$ cat config.mk
export PLATFORM = sky130hd
export DESIGN_NAME = seg7_scan_display
export DESIGN_NICKNAME = d
export VERILOG_FILES = /design/src/rtl/seg7_pkg.sv /design/src/rtl/bcd_to_seg7.sv /design/src/rtl/seg7_scan_display.sv
export SDC_FILE = /design/constraint.sdc
export NUM_CORES = 1
export LEC_CHECK = 0
export BUFFER_PORTS_ARGS = -buffer_cell sky130_fd_sc_hd__buf_4
export CORE_AREA = 3 3 48 50
export DETAILED_ROUTE_END_ITERATION = 8
export DIE_AREA = 0 0 51 53
export HOLD_SLACK_MARGIN = 0.12
export PLACE_DENSITY = 0.77
export SYNTH_ARGS = -nofsm -noshare
export SYNTH_HDL_FRONTEND = slang
export SYNTH_SLANG_ARGS = --single-unit
$ cat constraint.sdc
create_clock -name clk -period 5.7 [get_ports clk]
set_input_delay 1.14 -clock clk [delete_from_list [all_inputs] [get_ports clk]]
set_output_delay 1.14 -clock clk [all_outputs]
set_load 0.1 [all_outputs]
$ cat src/rtl/seg7_pkg.sv
// Shared constants for 7-segment display stages:
// active-low segment codes {g,f,e,d,c,b,a} and blink mode encoding.
package seg7_pkg;

    localparam logic [6:0] SEG_0     = 7'b1000000;
    localparam logic [6:0] SEG_1     = 7'b1111001;
    localparam logic [6:0] SEG_2     = 7'b0100100;
    localparam logic [6:0] SEG_3     = 7'b0110000;
    localparam logic [6:0] SEG_4     = 7'b0011001;
    localparam logic [6:0] SEG_5     = 7'b0010010;
    localparam logic [6:0] SEG_6     = 7'b0000010;
    localparam logic [6:0] SEG_7     = 7'b1111000;
    localparam logic [6:0] SEG_8     = 7'b0000000;
    localparam logic [6:0] SEG_9     = 7'b0010000;
    localparam logic [6:0] SEG_BLANK = 7'b1111111;

    localparam logic [1:0] MODE_NORMAL  = 2'd0;
    localparam logic [1:0] MODE_LOW     = 2'd1;
    localparam logic [1:0] MODE_EXPIRED = 2'd2;

endpackage

$ cat src/rtl/bcd_to_seg7.sv
// BCD to active-low 7-segment decoder.
// Non-decimal codes 10..15 decode to a blank digit.
module bcd_to_seg7
    import seg7_pkg::*;
(
    input  logic [3:0] bcd,
    output logic [6:0] seg
);

    always_comb begin
        seg = SEG_BLANK;
        case (bcd)
            4'd0:    seg = SEG_0;
            4'd1:    seg = SEG_1;
            4'd2:    seg = SEG_2;
            4'd3:    seg = SEG_3;
            4'd4:    seg = SEG_4;
            4'd5:    seg = SEG_5;
            4'd6:    seg = SEG_6;
            4'd7:    seg = SEG_7;
            4'd8:    seg = SEG_8;
            4'd9:    seg = SEG_9;
            default: seg = SEG_BLANK;
        endcase
    end

endmodule

$ cat src/rtl/seg7_scan_display.sv
// Four-digit multiplexed 7-segment driver with low-time and
// expired blink alerts; all pins are registered.
module seg7_scan_display
    import seg7_pkg::*;
#(
    parameter int SCAN_DIV   = 4,
    parameter int BLINK_HALF = 8
) (
    input  logic       clk,
    input  logic       rst,
    input  logic [3:0] val1,
    input  logic [3:0] val2,
    input  logic [3:0] val3,
    input  logic [3:0] val4,
    input  logic       low_time,
    input  logic       expired,
    output logic [6:0] led_seg,
    output logic       a1,
    output logic       a2,
    output logic       a3,
    output logic       a4
);

    localparam int DIV_W = (SCAN_DIV > 1) ? $clog2(SCAN_DIV) : 1;
    localparam int BLK_W = $clog2(BLINK_HALF);

    localparam logic [DIV_W-1:0] DIV_LAST = DIV_W'(SCAN_DIV - 1);
    localparam logic [BLK_W-1:0] LOW_LAST = BLK_W'(BLINK_HALF - 1);
    localparam logic [BLK_W-1:0] EXP_LAST = BLK_W'(BLINK_HALF / 2 - 1);

    logic [DIV_W-1:0] div_q;
    logic [1:0]       idx_q;
    logic [1:0]       mode_q;
    logic [1:0]       mode_d;
    logic [BLK_W-1:0] blink_cnt_q;
    logic [BLK_W-1:0] blink_last;
    logic             phase_q;
    logic [3:0]       digit;
    logic [6:0]       dec_seg;
    logic [3:0]       an_q;
    logic [6:0]       seg_q;

    always_comb begin
        mode_d = MODE_NORMAL;
        if (expired)
            mode_d = MODE_EXPIRED;
        else if (low_time)
            mode_d = MODE_LOW;
    end

    always_comb begin
        blink_last = EXP_LAST;
        if (mode_q == MODE_LOW)
            blink_last = LOW_LAST;
    end

    always_comb begin
        digit = val1;
        unique case (idx_q)
            2'd0: digit = val1;
            2'd1: digit = val2;
            2'd2: digit = val3;
            2'd3: digit = val4;
        endcase
    end

    bcd_to_seg7 u_dec (
        .bcd (digit),
        .seg (dec_seg)
    );

    always_ff @(posedge clk) begin
        if (rst) begin
            div_q <= '0;
            idx_q <= 2'd0;
        end else if (div_q == DIV_LAST) begin
            div_q <= '0;
            idx_q <= idx_q + 2'd1;
        end else begin
            div_q <= div_q + 1'b1;
        end
    end

    // A mode change restarts the blink visible so every alert
    // sequence begins with the digits shown.
    always_ff @(posedge clk) begin
        if (rst) begin
            mode_q      <= MODE_NORMAL;
            blink_cnt_q <= '0;
            phase_q     <= 1'b1;
        end else begin
            mode_q <= mode_d;
            if (mode_d != mode_q || mode_q == MODE_NORMAL) begin
                blink_cnt_q <= '0;
                phase_q     <= 1'b1;
            end else if (blink_cnt_q == blink_last) begin
                blink_cnt_q <= '0;
                phase_q     <= ~phase_q;
            end else begin
                blink_cnt_q <= blink_cnt_q + 1'b1;
            end
        end
    end

    always_ff @(posedge clk) begin
        if (rst || !phase_q) begin
            an_q  <= 4'b1111;
            seg_q <= SEG_BLANK;
        end else begin
            an_q  <= ~(4'b0001 << idx_q);
            seg_q <= dec_seg;
        end
    end

    assign led_seg = seg_q;
    assign a1      = an_q[0];
    assign a2      = an_q[1];
    assign a3      = an_q[2];
    assign a4      = an_q[3];

endmodule

==> reports/summary.md <==
The area of the core region was 1940 um2; the area of the die was 2700 um2. Post-CTS timing repair inserted 0 buffers for setup. Buffers inserted to repair hold after CTS numbered 0. The run gives 102 as the synthesized instance count. The worst ir drop on vdd is 0.154 mV, and the post-layout net count is 164. Setup violations remaining at the end of the flow were counted as 0.

Summed over all layers, the routed wires come to 1780 um. Once detail routing completed, the nets flagged for antenna violations numbered 0. The final clock period utilization by the worst path is 41.6%. The logs give 16 for the row count and 0.756 for the final RePlAce weighted congestion. Leaving out fill and tap cells, the most frequent cell in the layout is buf_4. After legalization and detailed placement, the total HPWL measured 1400 um. In this run, post-CTS repair resized a total of 0 instances. Slew of the pin with the lowest slew margin: 0.809 ns. Setup repair after global routing left no endpoint under its margin.

After routing the design area is 1250 um2. Once the floorplan was initialized, standard cells occupied 51.0% of the core. Achievable clock frequency: 421 MHz. After layout, the worst setup slack is 3.33 ns. The final setup TNS was 0 ns; the wire length per cell was 11.1 um.

The logs give 2.50 ns for the data arrival time of the worst path and 132 for the synthesized net count. The vias per cell is 5.06, and the clock insertion delay at the later pin of the skew report is 0.29 ns. The first global-routing pass estimated 3030 um of wire.

The number of port buffers was 30; the reported leakage power was 0.555 nW. The placed instances occupy a cell area of 1230 um2. The worst setup path is launched from an input pin. The number of clock sinks is 21.

The total routing usage reported by global routing was 14.9%. The Yosys step of the flow raised 0 warnings. In the layout the commonest cells are buf_4, dfxtp_1, inv_1. The tools report the depth of the CTS H-tree as 1.

Data on the critical path is required at its endpoint by 5.83 ns. The cell count of the worst hold path is 1, and the clock skew is 0.00187 ns. The largest buffer count on any clock path is 2. Cells with a size suffix above 1 make up 25.6% of the layout.

The run gives 13 as the largest net degree at the start of global routing. Measured against its own limit, the worst slew margin works out to 44.5%. For the worst flop-to-flop path, the logic depth is 7. Type of the setup path with the least slack: in2reg. The tools report the start point of the worst hold path as blink_cnt_q[0]$_SDFF_PP0_. Biggest fanout along the worst timing path: 10. The tree is rooted in a clkbuf_4. In this run the horizontal extent of the chip is 51 um. The tools report the launch instance of the worst register-to-register path as idx_q[1]$_SDFFE_PP0P_.

The tools report the post-synthesis instance area as 990 um2. STA classifies the critical path endpoint as a flop. In this run, synthesis produced a sequential element count of 21. The number of different library cells in the post-synthesis netlist is 29.

Number of primary I/O pins: 31. The first routing iteration left 16 violations. Antenna diode instance count: 0. The worst hold path terminates at blink_cnt_q[0]$_SDFF_PP0_.

The run gives 4 as the number of detailed-routing iterations run before antenna repair. Number of hold-slack violations in the final timing report: 0. The via count of the first global-routing pass came out at 762. In the routed design, unresolved DRC markers number 0. The routed layout has 809 vias. The min-delay analysis places its worst path in the category reg2reg. TritonCTS built the clock tree. The run gives 0 as the remaining global-route overflow. The post-route minimum period came out at 2.37 ns.

The number of antenna violations at the first check in global routing is 0. The count of final max-slew check failures was 0. The die is 53 um tall. Slack of the worst reg-to-reg path: 3.54 ns. TritonCTS created 3 clock buffers. The layout-stage area growth over the synthesis result was 26.7%. The endpoint of the worst-slack reg-to-reg timing path is led_seg[5]$_SDFF_PP1_. The flow ran to the end, and the final reports show no timing, DRC or antenna violations. Of the synthesized area, sequential elements account for 42.5%.

The logs give 3.00 ns for the setup slack at placement and 0.334 mW for the total design power. Clock transition time at the flip-flop clock pins of the worst setup and hold paths: 0.10 ns. Max-cap violations in this run came to 0.

After synthesis, the mean cell area works out to 9.70 um2. The total power per unit cell area was 267 nW/um2.
-- cells in the mapped netlist --
cell | n | area (um2)
mux2i_2 | 1 | 13.8
and3_1 | 1 | 6.26
o21a_1 | 1 | 7.51
a222oi_1 | 3 | 30.0
nor3b_1 | 3 | 22.5
clkbuf_8 | 1 | 13.8
nor2b_1 | 2 | 12.5
nand4_1 | 2 | 12.5
ha_1 | 10 | 125
mux2i_1 | 4 | 40.0
nor2_1 | 5 | 18.8
inv_1 | 11 | 41.3
nor3_1 | 3 | 15.0
a22o_1 | 1 | 8.76
nand2_1 | 5 | 18.8
xnor2_1 | 3 | 26.3
a22oi_1 | 2 | 15.0
a211oi_1 | 2 | 15.0
nor4b_1 | 1 | 8.76
a31oi_1 | 1 | 6.26
clkbuf_1 | 2 | 7.51
nand2b_1 | 1 | 6.26
nand4bb_1 | 1 | 11.3
o21ai_0 | 8 | 40.0
or4b_1 | 1 | 10.0
nand3b_1 | 2 | 15.0
and2_1 | 1 | 6.26
dfxtp_1 | 21 | 420
a21oi_1 | 3 | 15.0
-- power by group --
group / total, mW / switching [mW] / internal, mW
combinational: 0.108 / 0.0750 / 0.0328
sequential: 0.160 / 0.00344 / 0.157
clock: 0.0664 / 0.0392 / 0.0272
total: 0.334 / 0.118 / 0.217
-- worst max path at each step --
stage / start / end / slack, ns / depth (start not counted)
floorplan: val4[1] / led_seg[0]$_SDFF_PP1_ / 3.29 / 4
global placement: val4[1] / led_seg[3]$_SDFF_PP1_ / 3.07 / 6
detailed placement: val4[1] / led_seg[5]$_SDFF_PP1_ / 3.00 / 6
CTS: val4[1] / led_seg[5]$_SDFF_PP1_ / 3.31 / 6
global route: val4[1] / led_seg[5]$_SDFF_PP1_ / 3.23 / 6
finish: val4[1] / led_seg[5]$_SDFF_PP1_ / 3.33 / 6
-- through the flow --
stage                     hold WS [ns]  util [%]  cells
after global routing             0.457      64.6    160
after global placement           0.412      63.2    156
after floorplan                  0.399         -    102
after CTS                        0.432      64.6    160
final                            0.427      64.6    160
after detailed placement         0.412      63.2    156
-- cells by family after synthesis --
| logic type | Yosys count | synth area share, % |
|---|---|---|
| adder cells (fa/ha/maj) | 10 | 12.6 |
| XOR/XNOR | 3 | 2.66 |
| buffers and inverters | 14 | 6.32 |
| multiplexers | 5 | 5.44 |
| flip-flops | 21 | 42.5 |
| AND/OR/NAND/NOR | 28 | 16.6 |
| AO/OA/AOI/OAI | 21 | 13.9 |
-- state kept, by name, summed over array words and instances, names as in the netlist --
name	cells
idx_q	2
div_q	2
phase_q	1
led_seg	7
mode_q	2
blink_cnt_q	3
an_q	4
-- final cells by class --
cell class	instances	area [um2]
repair buffers	30	225
clock buffers	4	26.3
inverters	11	41.3
flip-flops and latches	21	420
well taps	27	33.8
multi-input cells	67	507
fillers	175	688
-- layer usage --
metal | GRT usage (%) | part of all wire [%] | vias up
met5 | 0 | 0 | -
met2 | 25.8 | 46 | 29
li1 | - | - | 424
met4 | 6.73 | 1.7 | 0
met1 | 17.0 | 44 | 352
met3 | 3.94 | 8.5 | 4
-- critical path, cell delays in order --
cell	delay [ns]
buf_4	0.11
a222oi_1	0.39
mux2i_2	0.24
ha_1	0.25
nor3b_1	0.23
o21ai_0	0.14
Power figures use the tool's default switching activity.
